==> config.mk <==
export PLATFORM = sky130hd
export DESIGN_NAME = inst_fetch_unit
export DESIGN_NICKNAME = d
export VERILOG_FILES = /design/src/rtl/inst_fetch_unit_pkg.sv /design/src/rtl/inst_fetch_unit_fetch_fifo.sv /design/src/rtl/inst_fetch_unit.sv
export SDC_FILE = /design/constraint.sdc
export NUM_CORES = 1
export LEC_CHECK = 0
export CAP_MARGIN = 20
export CORE_MARGIN = 3
export CORE_UTILIZATION = 55
export CTS_BUF_LIST = sky130_fd_sc_hd__clkbuf_8
export DETAILED_ROUTE_END_ITERATION = 8
export GPL_TIMING_DRIVEN = 0
export PLACE_DENSITY = 0.89
export SLEW_MARGIN = 10
export SYNTH_ARGS = -nofsm -noshare
export SYNTH_HDL_FRONTEND = slang
export SYNTH_SLANG_ARGS = --single-unit
==> constraint.sdc <==
create_clock -name clk -period 8.9 [get_ports clk]
set_input_delay 1.335 -clock clk [delete_from_list [all_inputs] [get_ports clk]]
set_output_delay 1.335 -clock clk [all_outputs]
set_load 0.01 [all_outputs]
==> src/rtl/inst_fetch_unit_pkg.sv <==
// Shared widths, constants and the fetch-buffer entry type for the
// instruction-fetch front end.
package inst_fetch_unit_pkg;

    localparam int ADDR_LEN  = 32;
    localparam int INSTR_LEN = 32;

    localparam logic [INSTR_LEN-1:0] NOP_INST         = 32'h0000_0000;
    localparam logic [ADDR_LEN-1:0]  RESET_PC_DEFAULT = 32'h0000_0000;

    typedef struct packed {
        logic [ADDR_LEN-1:0]  pc;
        logic [INSTR_LEN-1:0] inst;
    } fetch_entry_t;

    // Unused slots hold this value so an empty head reads as NOP at address 0.
    localparam fetch_entry_t EMPTY_ENTRY = '{pc: 32'h0000_0000, inst: NOP_INST};

endpackage

==> src/rtl/inst_fetch_unit_fetch_fifo.sv <==
// Shift-register fetch buffer: slot 0 is always the head, so the head is a
// register and needs no read mux. Flush and reset clear every slot.
module fetch_fifo
    import inst_fetch_unit_pkg::*;
#(
    parameter int DEPTH = 2
) (
    input  logic         clk,
    input  logic         rst,
    input  logic         i_flush,
    input  logic         i_push,
    input  logic         i_pop,
    input  fetch_entry_t i_data,
    output fetch_entry_t o_head,
    output logic         o_full,
    output logic         o_empty
);

    localparam int CW = $clog2(DEPTH + 1);

    logic [CW-1:0] r_count;
    fetch_entry_t  r_mem [DEPTH];
    logic          w_pop;
    logic          w_push;
    logic [CW-1:0] w_wr_idx;

    assign o_empty  = (r_count == CW'(0));
    assign o_full   = (r_count == CW'(DEPTH));
    assign w_pop    = i_pop & ~o_empty;
    assign w_push   = i_push & (~o_full | w_pop);
    // A new entry lands just above the surviving entries after any shift.
    assign w_wr_idx = r_count - CW'(w_pop);
    assign o_head   = r_mem[0];

    // Slot/count update; flush outranks push and pop.
    always_ff @(posedge clk) begin
        if (rst || i_flush) begin
            r_count <= CW'(0);
            for (int i = 0; i < DEPTH; i++) begin
                r_mem[i] <= EMPTY_ENTRY;
            end
        end else begin
            r_count <= r_count + CW'(w_push) - CW'(w_pop);
            for (int i = 0; i < DEPTH; i++) begin
                if (w_push && (CW'(i) == w_wr_idx)) begin
                    r_mem[i] <= i_data;
                end else if (w_pop) begin
                    r_mem[i] <= (i == DEPTH - 1) ? EMPTY_ENTRY : r_mem[(i + 1) % DEPTH];
                end
            end
        end
    end

endmodule

==> src/rtl/inst_fetch_unit.sv <==
// Instruction-fetch front end: owns the PC, feeds the combinational
// instruction memory and buffers {pc, inst} pairs toward decode.
module inst_fetch_unit
    import inst_fetch_unit_pkg::*;
#(
    parameter logic [ADDR_LEN-1:0] RESET_PC   = RESET_PC_DEFAULT,
    parameter int                  FIFO_DEPTH = 2
) (
    input  logic                 clk,
    input  logic                 rst,
    input  logic                 fetch_en,
    output logic [ADDR_LEN-1:0]  imem_addr,
    input  logic [INSTR_LEN-1:0] imem_inst,
    input  logic                 redirect_valid,
    input  logic [ADDR_LEN-1:0]  redirect_pc,
    output logic                 out_valid,
    input  logic                 out_ready,
    output logic [INSTR_LEN-1:0] out_inst,
    output logic [ADDR_LEN-1:0]  out_pc,
    output logic [ADDR_LEN-1:0]  out_pc_plus4,
    output logic                 misalign_err
);

    logic [ADDR_LEN-1:0] r_pc;
    logic                r_misalign;
    logic                w_pop;
    logic                w_push;
    logic                w_full;
    logic                w_empty;
    fetch_entry_t        w_head;
    fetch_entry_t        w_wr_data;

    assign w_pop     = ~w_empty & out_ready & ~redirect_valid;
    assign w_push    = fetch_en & ~redirect_valid & (~w_full | w_pop);
    assign w_wr_data = '{pc: r_pc, inst: imem_inst};

    fetch_fifo #(
        .DEPTH (FIFO_DEPTH)
    ) u_fifo (
        .clk     (clk),
        .rst     (rst),
        .i_flush (redirect_valid),
        .i_push  (w_push),
        .i_pop   (w_pop),
        .i_data  (w_wr_data),
        .o_head  (w_head),
        .o_full  (w_full),
        .o_empty (w_empty)
    );

    assign imem_addr    = r_pc;
    assign out_valid    = ~w_empty;
    assign out_inst     = w_head.inst;
    assign out_pc       = w_head.pc;
    assign out_pc_plus4 = w_head.pc + ADDR_LEN'(4);
    assign misalign_err = r_misalign;

    // PC advance/redirect and the one-cycle misaligned-target flag.
    always_ff @(posedge clk) begin
        if (rst) begin
            r_pc       <= RESET_PC;
            r_misalign <= 1'b0;
        end else begin
            r_misalign <= redirect_valid & (redirect_pc[1:0] != 2'b00);
            if (redirect_valid) begin
                r_pc <= {redirect_pc[ADDR_LEN-1:2], 2'b00};
            end else if (w_push) begin
                r_pc <= r_pc + ADDR_LEN'(4);
            end
        end
    end

endmodule

==> impl_metrics.yaml <==
cells_and_area:
  fin_nets: 1219
  final_cell_area_um2: 10600
  drive_above_1_share: 0.0552
  n_antenna_cell: 0
  syn2layout_area_growth_pct: 33.0
  final_cells: 1340
  fill_cells: 1017
  post-route-util: 0.755
clocking:
  clock_sinks: 157
  cts_htree_levels: 4
  cts_root_buffer: "clkbuf_8"
  clkLatencyLatePin_ns: 0.46
  cts_resized: 0
  clk_pin_slew_ns: 0.09
  clockBufferDepth: 2
  hold_buffers: 0
  cts_made_buffers: 17
  cts_setup_buffers: 0
  cts_tree: "yes"
synth:
  synthArstFlopShare: 0
  ys.flop_type: "dfxtp_1"
  yosysWarnings: 0
  synth-edff-count: 62
  synth_cell_types: 55
  syn-mean-instance-area_um2: 8.61
  syn_inst: 925
  yosys-top-cells-area: "dfxtp_1 24%, edfxtp_1 23%, a21oi_1 8.1%"
  synth_top_area_frac: 0.239
  seq_area_frac_synth: 0.472
  ys_seq_elements: 157
  synth_common_cells: "151 x nand2_1, 129 x a21oi_1, 95 x dfxtp_1, 87 x nand4_1, 79 x nand3_1"
  synthesis.area_um2: 7970
  synth_most_common_cell: "nand2_1"
  synth_top_area_cell: "dfxtp_1"
timing:
  finalHoldViolations: 0
  setup_tns_ns: 0
  setup_viol_count_final: 0
  rsz0062_at_grt: "false"
  drv_slew: 0
  worst_slew_pin_slew_ns: 1.04
  slew_headroom: 0.299
  min_period_over_period: 0.507
  fin_skew_ns: 0.0128
  fmax_mhz: 222
  period_minus_slack_ns: 4.51
run:
  drv_cap: 0
power:
  peakVddDrop_uv: 91.0
  power_uw: 1610
  power.density_nw_per_um2: 152
  power_leakage_uw: 0.00369
critical_path:
  worstPathArrival_ns: 3.18
  critPathKind: "reg -> out"
  end_kind: "primary output"
  cp_max_fo: 6
  start_kind: "flip-flop"
  crit_required_ns: 7.57
  ff2ff_path_depth: 5
grt:
  overflow: 0
  antenna_found_initial: 0
  grt_pass1_vias: 7663
  track_usage: 0.298
  grt_max_degree: 17
  grt_pass1_wl_um: 38700
hold_path:
  hold_path_depth: 2
  hp-class: "reg -> reg"
place:
  post-dp-hpwl_um: 18000
  place_area_um2: 10200
  gp_congestion: 0.901
  portBuffers: 190
  post-place-cells: 1307
outcome:
  status: "finished clean"
detailed_routing:
  dr.first_iter.drc_count: 1195
  final_antenna_net_count: 0
  firstDrtPassIters: 6
  route.detailed.drc: 0
  routedWlPerCell_um: 18.4
  drt-total-wl_um: 24700
  vias: 8385
  drt-vias-per-instance: 6.26
floorplan:
  die-area_um2: 16000
  die_w_um: 126
  io_pins: 199
  core-area_um2: 14000
  floorplan.initialDensity: 0.567
  rows: 43
  die_height_um: 126
[power breakdown]
part           switching [µW]  total (µW)  internal [µW]  leakage, µW
sequential               36.7         812            775      0.00149
clock                     264         574            310     0.000221
combinational             113         230            117      0.00198
total                     414        1610           1200      0.00369
[layout by cell type, fill, tap and decap left out, types with 3 or more instances in the layout]
cell type,instances
dfxtp_1,95
conb_1,6
a21oi_1,129
nand2_1,151
nor2_1,31
a21o_1,3
nor3_1,7
buf_2,8
clkbuf_8,18
and2_1,6
nor4_1,9
inv_1,22
nor2b_1,4
xor2_1,8
clkdlybuf4s50_1,190
nor3b_1,3
a211oi_1,10
buf_6,5
bufinv_16,4
clkbuf_1,69
nand3_1,79
edfxtp_1,62
o31ai_1,5
ha_1,3
o21ai_0,14
and4_1,15
and3_1,7
buf_4,13
nand4_1,87
or4_1,6
a2111oi_2,6
or3_1,7
xnor2_1,24
a311oi_1,12
o211ai_1,4
[state kept, by name, indices dropped and copies added (netlist names)]
register / cells
u_fifo.r_mem: 124
imem_addr: 30
u_fifo.r_count: 2
misalign_err: 1
[stage by stage]
step / hold slack, ns / setup WS, ns
global route: 0.483 / 4.25
floorplan: 0.444 / 3.85
detailed placement: 0.455 / 4.44
finish: 0.466 / 4.39
global placement: 0.449 / 2.39
CTS: 0.467 / 4.45
[kinds of logic after synthesis]
| group | after synthesis | share of synthesized area |
|---|---|---|
| adder cells (fa/ha/maj) | 3 | 0.00471 |
| other | 1 | 0.000471 |
| AO/OA/AOI/OAI | 201 | 0.156 |
| buffers and inverters | 108 | 0.0597 |
| flip-flops | 157 | 0.472 |
| XOR/XNOR | 32 | 0.0352 |
| multiplexers | 1 | 0.00126 |
| AND/OR/NAND/NOR | 422 | 0.270 |
[final cells by class]
type / instances / area [µm²] / share of cell area
repair buffers: 198 / 1960 / 0.185
inverters: 19 / 71.3 / 0.00673
flip-flops and latches: 157 / 3760 / 0.355
clock inverters: 14 / 178 / 0.0168
multi-input cells: 665 / 3750 / 0.354
plain buffers: 89 / 404 / 0.0381
well taps: 180 / 225 / 0.0213
clock buffers: 18 / 248 / 0.0234
[path summary, 6_finish.rpt]
kind | start | end | slack [ns]
hold reg to reg | u_fifo.r_mem[1][25] | u_fifo.r_mem[1][25] | 0.47
setup / recovery | u_fifo.r_mem[0][36] | out_pc_plus4[21] | 4.39
setup reg to reg | imem_addr[2] | imem_addr[18] | 6.56
hold / removal | u_fifo.r_mem[1][25] | u_fifo.r_mem[1][25] | 0.47
[critical path, cell delays in order, from the launching register on]
cell and delay [ns]:
edfxtp_1 0.50, nand3_1 0.29, nor4_1 0.92, nand4_1 0.21
xnor2_1 0.23, clkdlybuf4s50_1 0.57
[per-layer routing]
metal / track usage / vias to the layer above / share of wire
met5: 0 / - / 0
met4: 0.133 / 0 / 0.034
met3: 0.0674 / 86 / 0.10
met2: 0.476 / 564 / 0.47
met1: 0.390 / 3897 / 0.39
li1: - / 3838 / -
No activity file was read; power rests on OpenSTA's default activity.
